`src/rtl/full_adder_from_half_adders_if.sv`:
```
// Operand/result bundle for the registered ripple-carry adder.
// Ovf is present only when FA_OVERFLOW_EN is defined.
interface full_adder_from_half_adders_if #(
    parameter int unsigned WIDTH = 1
);
    logic             en;
    logic [WIDTH-1:0] A;
    logic [WIDTH-1:0] B;
    logic             Cin;
    logic [WIDTH-1:0] SUM;
    logic             Cout;
`ifdef FA_OVERFLOW_EN
    logic             Ovf;

    modport master (output en, A, B, Cin, input SUM, Cout, Ovf);
    modport slave  (input en, A, B, Cin, output SUM, Cout, Ovf);
`else
    modport master (output en, A, B, Cin, input SUM, Cout);
    modport slave  (input en, A, B, Cin, output SUM, Cout);
`endif
endinterface

```
`src/rtl/full_adder_from_half_adders.sv`:
```
// Registered WIDTH-bit ripple-carry adder; each cell is two half adders plus an OR.
// Define FA_OVERFLOW_EN to add the registered signed-overflow output Ovf.
module full_adder_from_half_adders #(
    parameter int unsigned WIDTH = 1
) (
    input logic                          clk,
    input logic                          rst_n,
    full_adder_from_half_adders_if.slave bus
);

    logic [WIDTH:0]   carry;
    logic [WIDTH-1:0] sum_d;
    logic [WIDTH-1:0] sum_q;
    logic             cout_d;
    logic             cout_q;

    assign carry[0] = bus.Cin;

    for (genvar i = 0; i < WIDTH; i++) begin : g_cell
        logic s1;
        logic c1;
        logic c2;

        assign s1           = bus.A[i] ^ bus.B[i];
        assign c1           = bus.A[i] & bus.B[i];
        assign sum_d[i]     = s1 ^ carry[i];
        assign c2           = s1 & carry[i];
        assign carry[i+1]   = c1 | c2;
    end

    assign cout_d = carry[WIDTH];

`ifdef FA_OVERFLOW_EN
    logic ovf_d;
    logic ovf_q;

    // Signed overflow: carry into the sign bit differs from carry out of it.
    assign ovf_d = carry[WIDTH] ^ carry[WIDTH-1];

    always_ff @(posedge clk) begin
        if (!rst_n) begin
            ovf_q <= 1'b0;
        end else if (bus.en) begin
            ovf_q <= ovf_d;
        end
    end

    assign bus.Ovf = ovf_q;
`endif

    always_ff @(posedge clk) begin
        if (!rst_n) begin
            sum_q  <= '0;
            cout_q <= 1'b0;
        end else if (bus.en) begin
            sum_q  <= sum_d;
            cout_q <= cout_d;
        end
    end

    assign bus.SUM  = sum_q;
    assign bus.Cout = cout_q;

endmodule

```
`src/flat_wrapper.sv`:
```
// flat-port wrapper written by rule: the top's interface ports become plain ports
module full_adder_from_half_adders_flat 
#(
    parameter int unsigned WIDTH = 1
)
  (clk, rst_n, bus_en, bus_A, bus_B, bus_Cin, bus_SUM, bus_Cout);
  full_adder_from_half_adders_if #(.WIDTH(WIDTH)) bus_i ();
  input logic clk;
  input logic rst_n;
  input wire logic [$bits(bus_i.en)-1:0] bus_en;
  input wire logic [$bits(bus_i.A)-1:0] bus_A;
  input wire logic [$bits(bus_i.B)-1:0] bus_B;
  input wire logic [$bits(bus_i.Cin)-1:0] bus_Cin;
  output wire logic [$bits(bus_i.SUM)-1:0] bus_SUM;
  output wire logic [$bits(bus_i.Cout)-1:0] bus_Cout;
  assign bus_i.en = bus_en;
  assign bus_i.A = bus_A;
  assign bus_i.B = bus_B;
  assign bus_i.Cin = bus_Cin;
  assign bus_SUM = bus_i.SUM;
  assign bus_Cout = bus_i.Cout;
  full_adder_from_half_adders #(.WIDTH(WIDTH)) u_core (.clk(clk), .rst_n(rst_n), .bus(bus_i));
endmodule
```
`config.mk`:
```
export PLATFORM = sky130hd
export DESIGN_NAME = full_adder_from_half_adders_flat
export DESIGN_NICKNAME = d
export VERILOG_FILES = /design/src/rtl/full_adder_from_half_adders_if.sv /design/src/rtl/full_adder_from_half_adders.sv /design/src/flat_wrapper.sv
export SDC_FILE = /design/constraint.sdc
export NUM_CORES = 1
export LEC_CHECK = 0
export BUFFER_PORTS_ARGS = -buffer_cell sky130_fd_sc_hd__buf_2
export CORE_AREA = 2 2 39 41
export DETAILED_ROUTE_END_ITERATION = 7
export DIE_AREA = 0 0 41 43
export GPL_TIMING_DRIVEN = 0
export HOLD_SLACK_MARGIN = 0.06
export PLACE_DENSITY = 0.3
export SYNTH_ARGS = -nofsm -noshare
export SYNTH_HDL_FRONTEND = slang
export SYNTH_SLANG_ARGS = --single-unit
```
`constraint.sdc`:
```
create_clock -name clk -period 1.5 [get_ports clk]
set_input_delay 0.45 -clock clk [delete_from_list [all_inputs] [get_ports clk]]
set_output_delay 0.45 -clock clk [all_outputs]
set_load 0.005 [all_outputs]
```
-- Yosys cells after proc, flatten, opt, wreduce, memory -nomap -nowiden
Cells that the tools add are included.
- bits in registers: 2
- bits of input ports: 6
- output and inout bits: 2
- logic and storage cells: 7
- bitwise logic cells: 5
- operators by type and width (kind ; count):
    bitwise AND 1 bit ; 2
    XOR 1 bit ; 2
    bitwise OR 1 bit ; 1

-- Depth between registers and ports, before layout
- depth after elaboration: 3
- gate-level depth with buffers: 3
- gate-level depth less buffers: 3

-- Worst setup path after synthesis
No wires, ideal clock.
- path type: input-to-reg
- start point: input port bus_Cin
- end point: register u_core.sum_q, in the netlist u_core.bus.SUM
- library setup time: 0.116 ns
- arrival: 1.077 ns
- data required time: 1.384 ns
- path slack: 0.307 ns
- stages on the path: 3
- cells stage by stage: fa_1 -> mux2i_1 -> nor2b_1
- word-level cells in the longest chain between the ends: 1
- ends and longest elaborated chain (what ; RTL line ; source):
    from (decl) ; flat_wrapper.sv:13 ; input wire logic [$bits(bus_i.Cin)-1:0] bus_Cin;
    XOR 1 bit ; full_adder_from_half_adders.sv:26 ; assign sum_d[i] = s1 ^ carry[i];
    to (signal assigned) ; full_adder_from_half_adders.sv:56 ; sum_q <= sum_d;
    to (decl) ; full_adder_from_half_adders.sv:13 ; logic [WIDTH-1:0] sum_q;
Every way passes these cells.
A chain may end at the register's enable or synchronous reset.

-- Final worst setup path
- start point: input port bus_Cin
- end point: register u_core.sum_q, in the netlist u_core.bus.SUM
- word-level cells in the longest chain between the ends: 1
- ends and longest elaborated chain (what ; RTL line ; source):
    XOR 1 bit ; full_adder_from_half_adders.sv:26 ;
    net u_core.sum_d ; full_adder_from_half_adders.sv:12 ; logic [WIDTH-1:0] sum_d;
The timed path passes the listed nets, and every way through them passes these cells.

==> qor.csv <==
metric,value,unit
mappedNetlistNets,14,
grt_antenna_before_repair,0,
timing.final.setup_violations,0,
source_to_sink_clock_delay_at_the_later_pin_of_the_worst_skew_pair,220,ps
period_minus_slack,1110,ps
num_rows,14,
syn-mean-instance-area,13.2,µm²
p_int,0.161,mW
cts_tree,done,
netlist_top_cells_area,"dfxtp_1, fa_1, mux2i_1",
viasPerCell,2.67,
grt_max_degree,3,
start_util,6.69,%
register_area,40.0,µm²
netSwitchingFraction,20.6,%
clock_skew,0,ps
port_buffers,7,
combinationalPowerShare,12.5,%
cts_setup_buffers,0,
dieArea,1760,µm²
final_number_of_max_transition_violations,0,
outcome,"finished, final reports clean",
cp.buffers_inverters,1,
remaining_drc_errors,0,
ys_seq_elements,2,
worstPathRequired,1610,ps
worstHoldPathType,input port to register,
crit_path_start,bus_Cin,
gp_congestion,0.541,
p_leak,0.0827,nW
antenna_violating_nets_post_route,0,
synth_top_area_cell,dfxtp_1,
sequentialPowerShare,29.6,%
detail_route.first_pass.iterations,1,
power.share.clock,57.9,%
report.final.hold_viol_count,0,
syn_area,92.6,µm²
totalWireLength,220,µm
critPathArrivalTime,1230,ps
cap_viol_max_count,0,
layout.cells.most_common,buf_2,
overflow,0,
critPathMaxFanout,1,
cpLargestDelayFamily,adder cells,
worstPathCellList,"buf_2, fa_1, mux2i_1, nor2b_1",
die_w,41,µm
cts_resized,0,
cts.sinks,2,
floorplan.die.height,43,µm
power_density,1190,nW/µm²
p_sw,0.0419,mW
antenna_cells,0,
maximum_clock_path_buffer_count,2,
wl_per_cell,6.67,µm
proportion_of_layout_cells_with_a_drive_suffix_above_1,58.8,%
maxClockFrequency,898,MHz
critical-path-max-stage-delay,470,ps
layout.filler_cells,157,
dp_slack,152,ps
timing.slew.headroom,91.8,%
tritoncts.num_buffers,3,
most-common-layout-cells,"buf_2, clkbuf_4, mux2i_1, nor2b_1, dfxtp_1",
clk_root_buffer_cell,clkbuf_4,
fin_setup_tns,0,ps
final_net_count,26,
core_region_area,1380,µm²
critical_path.endpoint_type,register,
post_cts_hold_buffer_count,0,
tightest_slew,119,ps
timing.final.ws_setup,386,ps
finalNonFillerCells,33,
wire_length_of_the_first_global_routing_pass,351,µm
cts_max_level,1,
synth.yosys.warnings,0,
hold_path_startpoint,rst_n,
clk_pin_slew_worst_paths,30,ps
floorplan.io_pins,8,
area_growth,83.8,%
critPathSlowestCell,fa_1,
first_iter_violations,0,
yosysUniqueCellTypes,4,
startpoint_type,input port,
rsz0062_at_grt,no,
synth_top_cell_area_share,43.2,%
netlist_instances,7,
seq_area_frac_synth,43.2,%
multi_input_comb_area,52.6,µm²
grt_pass1_vias,85,
placed_insts,30,
rr_startpoint,u_core.bus.Cout,
critical_path_class,input port to register,
routed-via-count,88,
setup.reg_to_reg.worst_slack,910,ps
ir_worst_vdd,0.279,mV
track_usage,3.91,%
timing.final.crit_share,74.2,%
==> cells in the mapped netlist (all sizes together) <==
cell type and n:
dfxtp 2, mux2i 2, fa 1, nor2b 2
==> state kept, by name, indices dropped and copies added, names as in the netlist <==
signal           cells
u_core.bus.Cout      1
u_core.bus.SUM       1
==> routing by layer <==
layer,track usage (%),routed length [µm]
met1,4.49,108
met2,2.19,43
met3,4.71,57
met4,6.00,10
met5,0,0
==> final timing paths <==
path / to / depth (start not counted)
setup / recovery: u_core.bus.SUM / 4
hold / removal: u_core.bus.SUM / 2
setup reg to reg: u_core.bus.Cout / 2
hold reg to reg: u_core.bus.SUM / 2
==> worst register-to-register path, cell delays in order (launching register included) <==
cell     delay, ps
dfxtp_1        300
mux2i_1        120
nor2b_1         60
==> stage by stage <==
stage | hold slack [ps] | utilization (%) | power (mW) | instance area (µm²)
5_1_grt | 463 | 12.3 | 0.219 | 170
2_1_floorplan | 507 | - | 0.0708 | 92.6
4_1_cts | 443 | 12.3 | 0.210 | 170
3_3_place_gp | 506 | 10.7 | 0.0852 | 148
3_5_place_dp | 515 | 10.7 | 0.0864 | 148
6_report | 450 | 12.3 | 0.203 | 170
==> power by group through the flow <==
stage          Clock (mW)  Sequential [mW]  Combinational (mW)
4_1_cts             0.125           0.0603              0.0255
3_3_place_gp            0           0.0609              0.0244
6_report            0.117           0.0601              0.0253
2_1_floorplan           0           0.0611             0.00970
3_5_place_dp            0           0.0609              0.0255
5_1_grt             0.129           0.0607              0.0289
==> logic make-up (layout without fill, tap and decap cells) <==
| kind of cell | after synthesis | after routing | synth area share [%] |
|---|---|---|---|
| adder cells (fa/ha/maj) | 1 | 1 | 21.6 |
| buffers and inverters | 0 | 10 | 0 |
| flip-flops | 2 | 2 | 43.2 |
| multiplexers | 2 | 2 | 21.6 |
| AND/OR/NAND/NOR | 2 | 2 | 13.5 |
==> cell type report <==
type | count | share of cell area (%)
clock buffer | 3 | 13.2
multi-input combinational | 5 | 30.9
sequential | 2 | 23.5
tap | 16 | 11.8
timing repair buffer | 7 | 20.6
Power figures use the tool's default switching activity.
